<file path="src/rtl/proc_pkg.sv">
// rtl/proc_pkg.sv - shared opcodes, state encoding and instruction field layout for proc_ctrl
package proc_pkg;

  localparam int DATA_W_DEF = 16;
  localparam int ADDR_W_DEF = 3;
  localparam int PC_W_DEF   = 8;

  localparam logic [3:0] OP_NOP  = 4'h0;
  localparam logic [3:0] OP_ADD  = 4'h1;
  localparam logic [3:0] OP_SUB  = 4'h2;
  localparam logic [3:0] OP_AND  = 4'h3;
  localparam logic [3:0] OP_OR   = 4'h4;
  localparam logic [3:0] OP_XOR  = 4'h5;
  localparam logic [3:0] OP_SHL  = 4'h6;
  localparam logic [3:0] OP_SHR  = 4'h7;
  localparam logic [3:0] OP_ADDI = 4'h8;
  localparam logic [3:0] OP_MOVI = 4'h9;
  localparam logic [3:0] OP_BNZ  = 4'hA;
  localparam logic [3:0] OP_HALT = 4'hF;

  localparam int OPC_HI  = 15;
  localparam int OPC_LO  = 12;
  localparam int RA_HI   = 11;
  localparam int RA_LO   = 9;
  localparam int RB_HI   = 8;
  localparam int RB_LO   = 6;
  localparam int IMM6_HI = 5;
  localparam int IMM8_HI = 7;

  typedef enum logic [2:0] {
    S_IDLE,
    S_FETCH,
    S_DECODE,
    S_READ,
    S_EXEC,
    S_WB,
    S_HALTED
  } state_e;

  // Opcodes that need register operands; everything else retires straight from DECODE.
  function automatic logic needs_operands(input logic [3:0] op);
    return (op >= OP_ADD) && (op <= OP_BNZ);
  endfunction

endpackage

</file>
<file path="src/rtl/proc_alu.sv">
// rtl/proc_alu.sv - combinational ALU producing the writeback value for one instruction
module proc_alu
  import proc_pkg::*;
#(
  parameter int DATA_W = DATA_W_DEF
) (
  input  logic [3:0]        opcode_i,
  input  logic [DATA_W-1:0] a_i,
  input  logic [DATA_W-1:0] b_i,
  input  logic [5:0]        imm6_i,
  input  logic [7:0]        imm8_i,
  output logic [DATA_W-1:0] result_o
);

  always_comb begin
    result_o = a_i;
    case (opcode_i)
      OP_ADD:  result_o = a_i + b_i;
      OP_SUB:  result_o = a_i - b_i;
      OP_AND:  result_o = a_i & b_i;
      OP_OR:   result_o = a_i | b_i;
      OP_XOR:  result_o = a_i ^ b_i;
      // Shift amount is only the low nibble of rb, so large rb values alias.
      OP_SHL:  result_o = a_i << b_i[3:0];
      OP_SHR:  result_o = a_i >> b_i[3:0];
      OP_ADDI: result_o = a_i + {{(DATA_W-6){imm6_i[5]}}, imm6_i};
      OP_MOVI: result_o = {{(DATA_W-8){1'b0}}, imm8_i};
      default: result_o = a_i;
    endcase
  end

endmodule

</file>
<file path="src/rtl/proc_ctrl.sv">
// rtl/proc_ctrl.sv - multi-cycle fetch/decode/read/execute/writeback controller driving an 8-entry register file
module proc_ctrl
  import proc_pkg::*;
#(
  parameter int DATA_W = DATA_W_DEF,
  parameter int ADDR_W = ADDR_W_DEF,
  parameter int PC_W   = PC_W_DEF
) (
  input  logic              clk,
  input  logic              rst,
  input  logic              start,
  output logic [PC_W-1:0]   instr_addr,
  input  logic [DATA_W-1:0] instr_data,
  output logic [ADDR_W-1:0] rf_address_a,
  output logic [ADDR_W-1:0] rf_address_b,
  output logic              rf_write_enable,
  output logic [DATA_W-1:0] rf_write_data,
  input  logic [DATA_W-1:0] rf_data_a,
  input  logic [DATA_W-1:0] rf_data_b,
  output logic              busy,
  output logic              halted,
  output logic [PC_W-1:0]   pc
);

  state_e              state_q;
  logic [PC_W-1:0]     pc_q;
  logic [3:0]          op_q;
  logic [7:0]          imm8_q;
  logic [ADDR_W-1:0]   addr_a_q;
  logic [ADDR_W-1:0]   addr_b_q;
  logic                we_q;
  logic [DATA_W-1:0]   wdata_q;

  logic [3:0]          dec_op_d;
  logic [PC_W-1:0]     pc_inc_d;
  logic [PC_W-1:0]     br_target_d;
  logic [DATA_W-1:0]   alu_result_d;

  assign dec_op_d    = instr_data[OPC_HI:OPC_LO];
  assign pc_inc_d    = pc_q + PC_W'(1);
  assign br_target_d = pc_inc_d + {{(PC_W-6){imm8_q[IMM6_HI]}}, imm8_q[IMM6_HI:0]};

  proc_alu #(
    .DATA_W(DATA_W)
  ) u_alu (
    .opcode_i (op_q),
    .a_i      (rf_data_a),
    .b_i      (rf_data_b),
    .imm6_i   (imm8_q[IMM6_HI:0]),
    .imm8_i   (imm8_q),
    .result_o (alu_result_d)
  );

  always_ff @(posedge clk) begin
    if (rst) begin
      state_q  <= S_IDLE;
      pc_q     <= '0;
      op_q     <= OP_NOP;
      imm8_q   <= '0;
      addr_a_q <= '0;
      addr_b_q <= '0;
      we_q     <= 1'b0;
      wdata_q  <= '0;
    end else begin
      // The write strobe is only ever raised on the EXEC->WB edge, so it lasts one cycle.
      we_q <= 1'b0;
      case (state_q)
        S_IDLE, S_HALTED: begin
          if (start) begin
            pc_q    <= '0;
            state_q <= S_FETCH;
          end
        end
        S_FETCH: state_q <= S_DECODE;
        S_DECODE: begin
          op_q     <= dec_op_d;
          imm8_q   <= instr_data[IMM8_HI:0];
          addr_a_q <= ADDR_W'(instr_data[RA_HI:RA_LO]);
          addr_b_q <= ADDR_W'(instr_data[RB_HI:RB_LO]);
          if (dec_op_d == OP_HALT) begin
            state_q <= S_HALTED;
          end else if (needs_operands(dec_op_d)) begin
            state_q <= S_READ;
          end else begin
            pc_q    <= pc_inc_d;
            state_q <= S_FETCH;
          end
        end
        S_READ: state_q <= S_EXEC;
        S_EXEC: begin
          if (op_q == OP_BNZ) begin
            pc_q    <= (rf_data_a != '0) ? br_target_d : pc_inc_d;
            state_q <= S_FETCH;
          end else begin
            wdata_q <= alu_result_d;
            we_q    <= 1'b1;
            state_q <= S_WB;
          end
        end
        S_WB: begin
          pc_q    <= pc_inc_d;
          state_q <= S_FETCH;
        end
        default: state_q <= S_IDLE;
      endcase
    end
  end

  assign instr_addr      = pc_q;
  assign pc              = pc_q;
  assign rf_address_a    = addr_a_q;
  assign rf_address_b    = addr_b_q;
  assign rf_write_enable = we_q;
  assign rf_write_data   = wdata_q;
  assign busy            = (state_q == S_FETCH) || (state_q == S_DECODE) || (state_q == S_READ) ||
                           (state_q == S_EXEC)  || (state_q == S_WB);
  assign halted          = (state_q == S_HALTED);

endmodule

</file>
<file path="config.mk">
export PLATFORM = sky130hd
export DESIGN_NAME = proc_ctrl
export DESIGN_NICKNAME = d
export VERILOG_FILES = /design/src/rtl/proc_pkg.sv /design/src/rtl/proc_alu.sv /design/src/rtl/proc_ctrl.sv
export SDC_FILE = /design/constraint.sdc
export NUM_CORES = 1
export LEC_CHECK = 0
export CORE_MARGIN = 2
export CORE_UTILIZATION = 57
export CTS_CLUSTER_DIAMETER = 50
export DETAILED_ROUTE_END_ITERATION = 10
export PLACE_DENSITY = 0.83
export SLEW_MARGIN = 5
export SYNTH_ARGS = -nofsm -noshare
export SYNTH_HDL_FRONTEND = slang
export SYNTH_SLANG_ARGS = --single-unit
</file>
<file path="constraint.sdc">
create_clock -name clk -period 4.2 [get_ports clk]
set_clock_uncertainty 0.15 [all_clocks]
set_input_delay 0.42 -clock clk [delete_from_list [all_inputs] [get_ports clk]]
set_output_delay 0.42 -clock clk [all_outputs]
set_load 0.005 [all_outputs]
</file>
Word level (Yosys, flattened, before mapping)
Cells that the tools add are included.

Bits in registers: 46. Bits in latches: 0. RAM bits: 0. ROM bits: 0. Input port bits: 51. Output and inout bits: 41. Memories: 0.

Add/sub/neg operators: 5. Multiply operators: 0. Div/mod/pow operators: 0. Magnitude comparators: 2. Equality and inequality tests: 21. Shift operators: 2. Muxes and demuxes: 13. Bitwise operators: 5. Reduce and logical (&&, ||, !) cells: 12.

Operators with widths (number): case mux 16 bit (9 select lines) (1); 2-to-1 mux 8 bit (5); adder 16 bit (2); case mux 8 bit (4 select lines) (1); case mux 3 bit (6 select lines) (1); AND 16 bit (1); == test 4 x 3 -> 1 bit (second input constant) (4); == test 4 bit (second input constant) (4); bitwise OR 16 bit (1); nonzero test 16 bit (1); left shift 16 x 4 -> 16 bit (1); >> shifter 16 x 4 -> 16 bit (1); subtractor 16 bit (1); bitwise XOR 16 bit (1); == test 3 bit (second input constant) (3); 2-to-1 mux 3 bit (3); adder 8 x 1 -> 8 bit (second input constant) (1); adder 8 bit (1); == test 4 x 2 -> 1 bit (second input constant) (2); inequality test 2 bit (second input constant) (4); == test 3 x 2 -> 1 bit (second input constant) (2); AND reduction 5 bit (1); == test 4 x 1 -> 1 bit (second input constant) (1); >= comparator 4 x 1 -> 1 bit (second input constant) (1); other kinds (11) (16).

Longest topological paths before layout
Depth in word-level cells: 5. Gate-level depth with buffers: 17.

Cells and area by module
Synthesis repeated with hierarchy kept, for this count alone.

Cell total of the unflattened synthesis: 874. Area total of the unflattened synthesis: 6349.8 µm².

Modules (own cells, without submodules): proc_alu (times used 1, cells each 583, area an instance 3915.0 µm²); proc_ctrl (times used 1, cells each 291, area an instance 2434.8 µm²).

Worst setup path before layout
Ideal clock, no wire load.

Path kind: input to register. Start: in rf_data_b[0]. End: reg wdata_q[13], in the netlist rf_write_data[13]. Arrival time: 3.582 ns. Slack: 0.352 ns. Stages: 15. Path buffers: 3. Cells stage by stage: buf_6 > buf_6 > buf_4 > inv_1 > ha_1 > nand4_1 > or2_2 > a221o_1 > ha_1 > and4_1 > a221o_1 > a211o_1 > a21oi_1 > o32ai_1 > a41o_1.

Word-level cells in the longest chain between the ends: 2. Elaborated cells between the ends (all ways): 5. Classes of those cells: 2 x add/sub; 2 x shift; 1 x mux.

RTL lines: start: declaration (line proc_ctrl.sv:19) `input logic [DATA_W-1:0] rf_data_b,`; subtractor 16 bit, or another cell as far along (line proc_alu.sv:19) `OP_SUB: result_o = a_i - b_i;`; case mux 16 bit (9 select lines) (*) (line proc_alu.sv:17) `case (opcode_i)`; end signal: assignment (line proc_ctrl.sv:95) `wdata_q <= alu_result_d;`; end: declaration (line proc_ctrl.sv:32) `logic [DATA_W-1:0] wdata_q;`.

Every way passes the cells marked *; elsewhere a longest branch is shown, timed or not. A chain may end at the register's enable or synchronous reset.

Final worst setup path
Start: in rf_data_b[2]. End: reg wdata_q[13], in the netlist rf_write_data[13].

The elaborated chain is that of the path after synthesis.

==> metrics <==
H-tree depth 2; CTS sink cnt 44; M1 WL 9300 µm; row count 38; period utilization between 90% and 100%; vias in the first global route 6732; Syn Inst Count 853; die area ~12000 µm²; Top Ports 92; Chip Height 109 µm; Yosys reg bits 44; pwr dens 217 nW/µm²; top cell type's share of synthesized area 13.9%; Final Power 1.60 mW; clk_lat worst skew 0.34 ns; post-synthesis instance area between 6000 and 7000 µm²; hold_sp rf_address_a[2]; Area growth syn-to-layout 16.5%; Fmax approximately 260 MHz; WL met2 about 9800 µm; DR WL/cell approximately 22 µm; Slew Viols, Final 0; Final GP Congestion approximately 1.0; post-route cell area roughly 7400 µm²; n_diodes 0; maximum VDD drop 185 µV; Post-DP Area 7280 µm²; Hold Vio Cnt, Final 0; met3 routed WL 2820 µm; placed cell count 1048; CTS tree built; initial antenna violation count 0; post-synth top area cell dfxtp_1; Synth Warn # 0; Post-Route WL 23000 µm; post-CTS setup buffer count 0; Rel. slew slack 35.0%; Max Cap Violations 0; Yosys cell types 81; mean post-synth cell area 7.41 µm²; Sum Neg Setup Slack 0 ns; Startpoint Class primary input; DRC Markers 0; crit end category flop; Worst path top cell family by delay compound AO/OA/AOI/OAI gates; Critical-path top delay cell clkdlybuf4s50_1; Static Leakage 2.95 nW; final net count 1029; Via density 6.79; Syn Nets 967; DIE WIDTH 109 µm; top post-synthesis cells by area dfxtp_1, ha_1, a21oi_1; RSZ-0062 raised after global routing no; dpl hpwl 17300 µm; Detailed Routing Iterations Pass 1 6; Vias 7174; WHS Endpoint rf_address_a[2]; Util after Layout 68.0%; Hold Crit Class reg -> reg; Post-synth ARST share 0%; dominant register cell in the synthesized netlist dfxtp_1; Post-CTS Resized 0; max layer used met4; crit path max fanout 3; Core Area 10800 µm²; register area share after synthesis between 10 and 15%; Worst path max stage delay about 0.59 ns; CP required roughly 4.3 ns; first-pass GRT wire length approximately 35000 µm; crit-path cells clkdlybuf4s50_1 > nor3_4 > nand4_4 > or3_1 > a221o_1 > ha_1 > and4_1 > a221o_1 > a211o_1 > a21oi_1 > o32ai_1 > a41o_1; worst-margin pin slew 0.975 ns; CTS Buffer Depth 2; worst slack, placed 0.117 ns; CTS root buf clkbuf_8; Final setup viols 0; reg2reg path depth 12; final hold slack 0.309 ns; CTS clock-pin slew for the worst setup and hold paths 0.11 ns; worst setup path category in -> reg; R2R setup slack 0.44 ns; Finished Layout Cells about 1100; Iter 0 DRT Violations 995; pin count of the biggest net entering global routing 45; worst setup margin 0.380 ns; outcome completed; layout cells sized above 1 9.50%; Arr. time, crit path 3.91 ns; Final Critical Period about 3.8 ns; DRT antenna net count 0; Starting Density 58.3%; Global Route Usage Sum 38.2%; Port Buf Inserts 91; Post-synth EDFFs 0; WP buf/inv 1; total gr overflow 0; CP dominant cell by count a221o_1; CTS buffer count 5; Hold-fix buffers, CTS 0; WHS Path Cells 2; reg2reg end rf_write_data[13]; worst r2r src op_q[3]
## synth_stat cells, types with 6 or more instances
library cell	number
buf_1	7
clkbuf_1	32
and3_1	12
ha_1	61
o31ai_1	7
a211oi_1	29
nor4_1	8
and2_1	6
xnor2_1	9
dfxtp_1	44
nand3_1	18
o21ai_0	43
buf_4	14
inv_1	51
nand2_1	81
xor2_1	11
a221o_1	11
a31oi_1	7
o221ai_1	10
or3_1	9
a22oi_1	10
mux2_2	12
mux4_2	12
nor3_1	34
buf_2	10
buf_6	7
mux2i_1	17
nor2b_1	6
o311ai_0	8
nor2_1	86
a21o_1	8
nand2b_1	13
a21oi_1	70
## where the power goes
| part | switching [mW] | total (mW) | leakage [nW] | internal [mW] |
|---|---|---|---|---|
| sequential | 0.0335 | 0.474 | 0.357 | 0.440 |
| clock | 0.192 | 0.311 | 0.0414 | 0.119 |
| combinational | 0.477 | 0.811 | 2.55 | 0.334 |
## worst min-delay path: stages, from the launching register on
cell     delay, ns
dfxtp_1       0.32
nand2_1       0.05
a21oi_1       0.05
## how the worst max path moves through the flow
stage            startpoint                end  cells after the start
3_3_place_gp   rf_data_b[2]  rf_write_data[13]                     12
3_5_place_dp   rf_data_b[2]  rf_write_data[13]                     12
2_1_floorplan  rf_data_b[0]  rf_write_data[13]                     15
4_1_cts             op_q[3]  rf_write_data[13]                     12
5_1_grt             op_q[3]  rf_write_data[11]                     12
6_report       rf_data_b[2]  rf_write_data[13]                     12
## per-layer routing
layer / GRT usage, % / up-vias
met4: 15.5 / 0
met1: 51.4 / 3354
li1: - / 3271
met3: 10.6 / 100
met2: 57.7 / 449
met5: 0 / -
## placed cells by master, fill, tap and decap left out, types with 8 or more instances in the layout
cell              n
mux2_2           12
o311ai_0          8
a221o_1          11
a211oi_1         29
nand2b_1         13
a21o_1            8
ha_1             61
mux4_2           12
a21oi_1          70
xnor2_1           9
nor2_1           86
inv_1            51
o21ai_0          43
nor3_1           34
o221ai_1         10
and3_1           12
xor2_1           11
mux2i_1          17
buf_4            34
or3_1             9
a22oi_1          10
nand3_1          18
clkdlybuf4s50_1  90
nand2_1          81
dfxtp_1          44
nor4_1            8
## logic make-up (layout without fill, tap and decap cells)
| logic type | count (synthesis) | in the layout | share of synthesized area (%) |
|---|---|---|---|
| muxes | 41 | 41 | 9.10 |
| DFF | 44 | 44 | 13.9 |
| and+or+nand+nor | 300 | 300 | 23.6 |
| buffers and inverters | 123 | 186 | 9.16 |
| AOI/OAI and AO/OA | 262 | 262 | 28.8 |
| xor gates and xnor gates | 20 | 20 | 2.77 |
| adders and majority gates | 63 | 63 | 12.7 |
## area by class of cell
class	count	area [µm²]
Fill cell	932	3470
Timing Repair Buffer	125	1160
Multi-Input combinational cell	686	4860
Tap cell	140	175
Clock inverter	2	16.3
Sequential cell	44	881
Inverter	53	199
Clock buffer	6	72.6
## state kept, by name, summed over array words and instances (netlist names)
name             count
imm8_q               7
instr_addr           8
op_q                 4
rf_address_a         3
rf_address_b         2
rf_write_data       16
rf_write_enable      1
state_q              3
(Power assumes the default switching activity.)
